**src/rtl/umi_mem_tester.sv**
```systemverilog
// umi_mem_tester
//   UMI host-side requester that exercises a UMI memory responder. After a
//   start pulse it writes a seeded pattern across a range of 64-bit words,
//   reads every word back and checks each response.
//
//   Word i lives at A_i = base_addr + 8*i and carries P_i = seed ^ {32'h0, A_i[31:0]}.
//
// Ports
//   clk, reset          clock, synchronous active-high reset
//   start               one-cycle pulse, honoured only in IDLE or DONE
//   base_addr/count/seed run parameters, sampled on an accepted start
//   busy/done/pass      run status
//   err_count/err_addr  saturating mismatch count, address of first error
//   timeout             a response wait exceeded TIMEOUT cycles
//   uhost_req_*         UMI request channel (valid/ready)
//   uhost_resp_*        UMI response channel (valid/ready)
//
// Build option
//   UMI_MEM_TESTER_POSTED_EN : writes use REQ_POSTED and expect no response.
module umi_mem_tester #(
  parameter int              CW       = 32,
  parameter int              AW       = 64,
  parameter int              DW       = 256,
  parameter logic [AW-1:0]   HOSTADDR = '0,
  parameter int              TIMEOUT  = 1024
) (
  input  logic          clk,
  input  logic          reset,
  input  logic          start,
  input  logic [AW-1:0] base_addr,
  input  logic [15:0]   count,
  input  logic [63:0]   seed,
  output logic          busy,
  output logic          done,
  output logic          pass,
  output logic [15:0]   err_count,
  output logic [AW-1:0] err_addr,
  output logic          timeout,
  output logic          uhost_req_valid,
  output logic [CW-1:0] uhost_req_cmd,
  output logic [AW-1:0] uhost_req_dstaddr,
  output logic [AW-1:0] uhost_req_srcaddr,
  output logic [DW-1:0] uhost_req_data,
  input  logic          uhost_req_ready,
  input  logic          uhost_resp_valid,
  input  logic [CW-1:0] uhost_resp_cmd,
  input  logic [AW-1:0] uhost_resp_dstaddr,
  input  logic [AW-1:0] uhost_resp_srcaddr,
  input  logic [DW-1:0] uhost_resp_data,
  output logic          uhost_resp_ready
);

  localparam logic [4:0] REQ_READ   = 5'h01;
  localparam logic [4:0] RESP_READ  = 5'h02;
  localparam logic [4:0] RESP_WRITE = 5'h04;
`ifdef UMI_MEM_TESTER_POSTED_EN
  localparam logic [4:0] WR_OP  = 5'h05;
  localparam bit         POSTED = 1'b1;
`else
  localparam logic [4:0] WR_OP  = 5'h03;
  localparam bit         POSTED = 1'b0;
`endif
  localparam int TW = $clog2(TIMEOUT + 2);

  typedef enum logic [2:0] {IDLE, WR_REQ, WR_RESP, RD_REQ, RD_RESP, DONE} state_t;

  state_t        state, state_next;
  logic [15:0]   idx, cnt;
  logic [AW-1:0] base_r;
  logic [63:0]   seed_r;
  logic [TW-1:0] timer;

  logic [AW-1:0] addr;
  logic [63:0]   pattern;
  logic          last, start_ok, req_fire, resp_fire, resp_wait, expired;
  logic          check_fail, err_hit, adv;
  logic [4:0]    resp_op;
  logic          unused_resp;

  assign addr      = base_r + AW'({idx, 3'b000});
  assign pattern   = seed_r ^ {32'h0, addr[31:0]};
  assign last      = (idx == cnt - 16'd1);
  assign start_ok  = start & ((state == IDLE) | (state == DONE));
  assign req_fire  = uhost_req_valid & uhost_req_ready;
  assign resp_fire = uhost_resp_valid & uhost_resp_ready;
  assign resp_wait = uhost_resp_ready & ~uhost_resp_valid;
  assign expired   = (TIMEOUT != 0) && (timer == TW'(TIMEOUT));
  assign resp_op   = uhost_resp_cmd[4:0];

  assign check_fail = (uhost_resp_dstaddr != HOSTADDR) |
                      ((state == WR_RESP) ? (resp_op != RESP_WRITE)
                                          : ((resp_op != RESP_READ) |
                                             (uhost_resp_data[63:0] != pattern)));
  assign err_hit = (resp_fire & check_fail) | (resp_wait & expired);
  // Posted writes advance the word index on the request handshake itself.
  assign adv     = resp_fire | (POSTED && (state == WR_REQ) && req_fire);

  assign busy = (state != IDLE) & (state != DONE);
  assign done = (state == DONE);
  assign pass = done & (err_count == 16'd0) & ~timeout;

  assign unused_resp = ^{uhost_resp_cmd, uhost_resp_srcaddr, uhost_resp_data};

  always_comb begin
    state_next        = state;
    uhost_req_valid   = 1'b0;
    uhost_req_cmd     = '0;
    uhost_req_dstaddr = '0;
    uhost_req_srcaddr = '0;
    uhost_req_data    = '0;
    uhost_resp_ready  = 1'b0;
    case (state)
      IDLE, DONE: begin
        if (start) state_next = (count == 16'd0) ? DONE : WR_REQ;
      end
      WR_REQ: begin
        uhost_req_valid      = 1'b1;
        uhost_req_cmd[4:0]   = WR_OP;
        uhost_req_cmd[7:5]   = 3'd3;
        uhost_req_cmd[22]    = 1'b1;
        uhost_req_dstaddr    = addr;
        uhost_req_srcaddr    = HOSTADDR;
        uhost_req_data[63:0] = pattern;
        if (uhost_req_ready) begin
          if (POSTED) state_next = last ? RD_REQ : WR_REQ;
          else        state_next = WR_RESP;
        end
      end
      WR_RESP: begin
        uhost_resp_ready = 1'b1;
        if (uhost_resp_valid) state_next = last ? RD_REQ : WR_REQ;
        else if (expired)     state_next = DONE;
      end
      RD_REQ: begin
        uhost_req_valid    = 1'b1;
        uhost_req_cmd[4:0] = REQ_READ;
        uhost_req_cmd[7:5] = 3'd3;
        uhost_req_cmd[22]  = 1'b1;
        uhost_req_dstaddr  = addr;
        uhost_req_srcaddr  = HOSTADDR;
        if (uhost_req_ready) state_next = RD_RESP;
      end
      RD_RESP: begin
        uhost_resp_ready = 1'b1;
        if (uhost_resp_valid) state_next = last ? DONE : RD_REQ;
        else if (expired)     state_next = DONE;
      end
      default: state_next = IDLE;
    endcase
  end

  always_ff @(posedge clk) begin
    if (reset) begin
      state     <= IDLE;
      idx       <= '0;
      cnt       <= '0;
      base_r    <= '0;
      seed_r    <= '0;
      timer     <= '0;
      err_count <= '0;
      err_addr  <= '0;
      timeout   <= 1'b0;
    end else begin
      state <= state_next;
      if (start_ok) begin
        cnt       <= count;
        base_r    <= base_addr;
        seed_r    <= seed;
        idx       <= '0;
        err_count <= '0;
        err_addr  <= '0;
        timeout   <= 1'b0;
      end
      if (adv) idx <= last ? '0 : idx + 16'd1;
      if (req_fire)                  timer <= '0;
      else if (resp_wait && !expired) timer <= timer + TW'(1);
      if (err_hit) begin
        if (err_count != '1)   err_count <= err_count + 16'd1;
        if (err_count == '0)   err_addr  <= addr;
        if (resp_wait && expired) timeout <= 1'b1;
      end
    end
  end

endmodule
```
**config.mk**
```make
export PLATFORM = sky130hd
export DESIGN_NAME = umi_mem_tester
export DESIGN_NICKNAME = d
export VERILOG_FILES = /design/src/rtl/umi_mem_tester.sv
export SDC_FILE = /design/constraint.sdc
export NUM_CORES = 1
export LEC_CHECK = 0
export ABC_CLOCK_PERIOD_IN_PS = 9000
export CORE_AREA = 10 10 407 409
export CTS_BUF_LIST = sky130_fd_sc_hd__clkbuf_8
export DETAILED_ROUTE_END_ITERATION = 8
export DIE_AREA = 0 0 417 419
export PLACE_DENSITY_LB_ADDON = 0.2
export SETUP_SLACK_MARGIN = 0.3
export SLEW_MARGIN = 20
export SYNTH_ARGS = -nofsm -noshare
export SYNTH_HDL_FRONTEND = slang
export SYNTH_SLANG_ARGS = --single-unit
```
**constraint.sdc**
```tcl
create_clock -name clk -period 9 [get_ports clk]
set_input_delay 0.9 -clock clk [delete_from_list [all_inputs] [get_ports clk]]
set_output_delay 0.9 -clock clk [all_outputs]
set_load 0.02 [all_outputs]
```
==> metrics.cfg <==
[yosys]
syn_avg_cell_area_sq_um = 7.61
ys_ff_latch = 255
yosysWarnings = 0
synth_top_area_cell = dfxtp_1
ys_top_cells_by_area = dfxtp_1, buf_4, nand2_1, a21oi_1, xor2_1
synth_edf_count = 0
synth_top_area_frac = 0.286
synth_flop_cell = dfxtp_1
syn_area_sq_um = 17900
async_reset_ff_frac = 0
seq_area_frac_synth = 0.286
synth_cell_types = 97
syn_inst = 2345

[timing]
slew_viol_final = 0
rsz0062_at_grt = false
finalHoldViolCount = 0
whs_ps = 454
setup_viol = 0
finalClockSkew_ps = 50.0
finalCriticalPeriod_ps = 6110
final.setup.tns_ps = 0
finalWorstSetupSlack_ps = 2890
worstMarginPinSlew_ps = 1090
finalCritPeriodShare = 0.679
slew_headroom = 0.269
fmax_ghz = 0.164

[setup_path]
rr_endpoint = err_addr[60]$_SDFF_PP0_
path_class = reg -> out
start_kind = flip-flop
cpPeakStageDelay_ps = 650
path_cells = ha_1 -> inv_1 -> fa_1 -> nand2b_1 -> a21oi_4 -> o2111ai_4 -> a31oi_4 -> and3_1 -> buf_4 -> and3_1 -> nand4_1 -> xor2_1 -> nor2_1 -> clkdlybuf4s50_1
worst-r2r-setup-slack_ps = 3050
r2r-start = idx[0]$_SDFFE_PP0P_
cp_common_cell = and3_1
cp-startpoint = idx[0]$_SDFFE_PP0P_
end_kind = primary output
slowest_stage = clkdlybuf4s50_1
worst_ep_arrival_time_ps = 5210
cp_max_fo = 10
crit_required_ps = 8100
worst_r2r_path_depth = 16

[grt]
grt_util_met3 = 0.0371
grt_max_degree = 124
met1_usage = 0.106
grt_pass1_wl_um = 137000
grt_use_met2 = 0.211
antenna_found_initial = 29
grt_pass1_vias = 17900
busiest_layer = met2
gr-total-overflow = 0
grtUsageTotal = 0.109

[floorplanning]
start_util = 0.113
rows = 146
io_pins = 1067
die_width_um = 417
chipHeight_um = 419
dieArea_sq_um = 175000
core-area_sq_um = 157000

[routing]
drc_errors = 0
firstDrtPassIters = 5
final_antenna_net_count = 0
routedWlPerCell_um = 20.3
vias = 17100
avgViaCountPerCell = 3.47
routed_wl_um = 100000
drt-initial-drc-count = 775

[place]
dp_hpwl_um = 80500
place_ws_ps = 2460
gp_congestion = 0.783
dp.cells = 4808
port_buffers = 500

[clock_network]
numCtsBuffers = 68
cts_tree = yes
clk_path_buf_depth = 3
cts_hold_buf = 0
path_clk_slew_ps = 50
clock_latency_ps = 750
ctsResizeCount = 0
cts-root-buf = clkbuf_8
cts_setup_buffers = 0
cts_max_level = 3
cts.sinks = 255

[cells_and_area]
layout.cells.non_filler = 4934
final_net_count = 3394
post-route-util = 0.162
n_fill_cell = 18100
area_growth_pct = 42.5
layout-drive-gt1-share = 0.0744

[power_and_ir_drop]
power_density_nw_per_um2 = 145
power.leakage_nw = 8.98
vdd_drop_max_mv = 0.0866

[status]
status = finished clean

[worst_hold_path]
min_delay_path_depth = 2
hold_start = seed_r[32]$_SDFFE_PP0P_
hold_path.class = reg -> reg
holdPathEnd = seed_r[32]$_SDFFE_PP0P_

[run]
cap_violations = 0

## cell families (layout without fill, tap and decap cells)
| kind of cell | count (synthesis) | in the layout | share of synthesized area |
|---|---|---|---|
| AND/OR/NAND/NOR | 992 | 992 | 0.266 |
| buffers and inverters | 454 | 676 | 0.159 |
| AO/OA/AOI/OAI | 374 | 374 | 0.138 |
| flip-flops | 255 | 255 | 0.286 |
| XOR/XNOR | 167 | 167 | 0.0889 |
| multiplexers | 79 | 79 | 0.0453 |
| adder cells (fa/ha/maj) | 23 | 23 | 0.0165 |
| other | 1 | 296 | 0.000210 |
## registers in the layout (all words and copies together), names as in the netlist
name / cells
err_addr: 64
timer: 11
cnt: 16
state: 3
base_r: 64
idx: 16
seed_r: 64
timeout: 1
err_count: 16
## critical path: cells and delay by family (launching register included)
family,cells,cell delay (ps)
flip-flops,1,470
AND/OR/NAND/NOR,5,1140
AO/OA/AOI/OAI,3,1030
adder cells (fa/ha/maj),2,710
buffers and inverters,3,930
XOR/XNOR,1,170
## power breakdown
part | switching, mW | internal (mW)
Sequential | 0.0748 | 1.18
Combinational | 0.522 | 0.317
Clock | 0.711 | 0.875
## Yosys cell counts (all sizes together), types with 4 or more instances
master   number
nor4         43
nand2b       40
dfxtp       255
buf         316
mux2         11
nand2       438
o21ai        39
a221oi        4
and3         46
nor4b         6
nand3        47
or3           9
xnor2        76
a22oi         5
ha           22
or2          40
inv          40
xor2         83
and4          6
mux2i        68
o211ai       12
o2111ai       8
nor3b         7
clkbuf       98
nand4        42
o32ai         5
nand3b        5
a211oi       14
a21oi       201
nor2        166
nor3         14
a21o         10
o31ai         5
xnor3         8
a221o         4
a31oi        15
o21a          5
and2         58
a311oi       19
nor2b        15
## layer usage
layer  part of all wire  vias to the layer above
li1                   -                     8328
met1               0.36                     8065
met2               0.54                      544
met3              0.068                      161
met4              0.036                       14
met5            0.00076                        -
## cells in the final DEF, fill, tap and decap left out, drive strengths merged, types with 46 or more instances in the layout
cell,instances
a21oi,201
xnor2,76
and3,46
and2,58
xor2,83
mux2i,68
clkdlybuf4s50,499
nand3,47
conb,283
nand2,438
inv,60
clkbuf,86
dfxtp,255
nor2,166
## through the flow
| stage | cell area (sq um) | power, mW |
|---|---|---|
| after CTS | 25400 | 3.81 |
| after detailed placement | 24100 | 2.14 |
| after global placement | 24100 | 2.14 |
| after global routing | 25400 | 3.91 |
| final | 25400 | 3.68 |
| after floorplan | 18900 | 1.83 |
## how the worst max path moves through the flow
stage | to | slack, ps | cells past startpoint
finish | uhost_req_dstaddr[61] | 2890 | 14
detailed placement | err_addr[62]$_SDFF_PP0_ | 2460 | 14
global placement | err_addr[62]$_SDFF_PP0_ | 2480 | 14
CTS | uhost_req_data[46] | 2430 | 8
floorplan | uhost_req_dstaddr[61] | 4720 | 14
global route | uhost_req_data[46] | 2290 | 8
## area by class of cell
class / count / area, sq um / area share
multi-input combinational: 1918 / 11000 / 0.433
timing repair buffer: 523 / 5190 / 0.204
sequential: 255 / 5100 / 0.201
tap: 2072 / 2590 / 0.102
clock buffer: 85 / 1170 / 0.0460
clock inverter: 28 / 176 / 0.00694
inverter: 40 / 150 / 0.00590
antenna: 13 / 32.5 / 0.00128
Note: power is estimated with default switching activity, not from simulation.
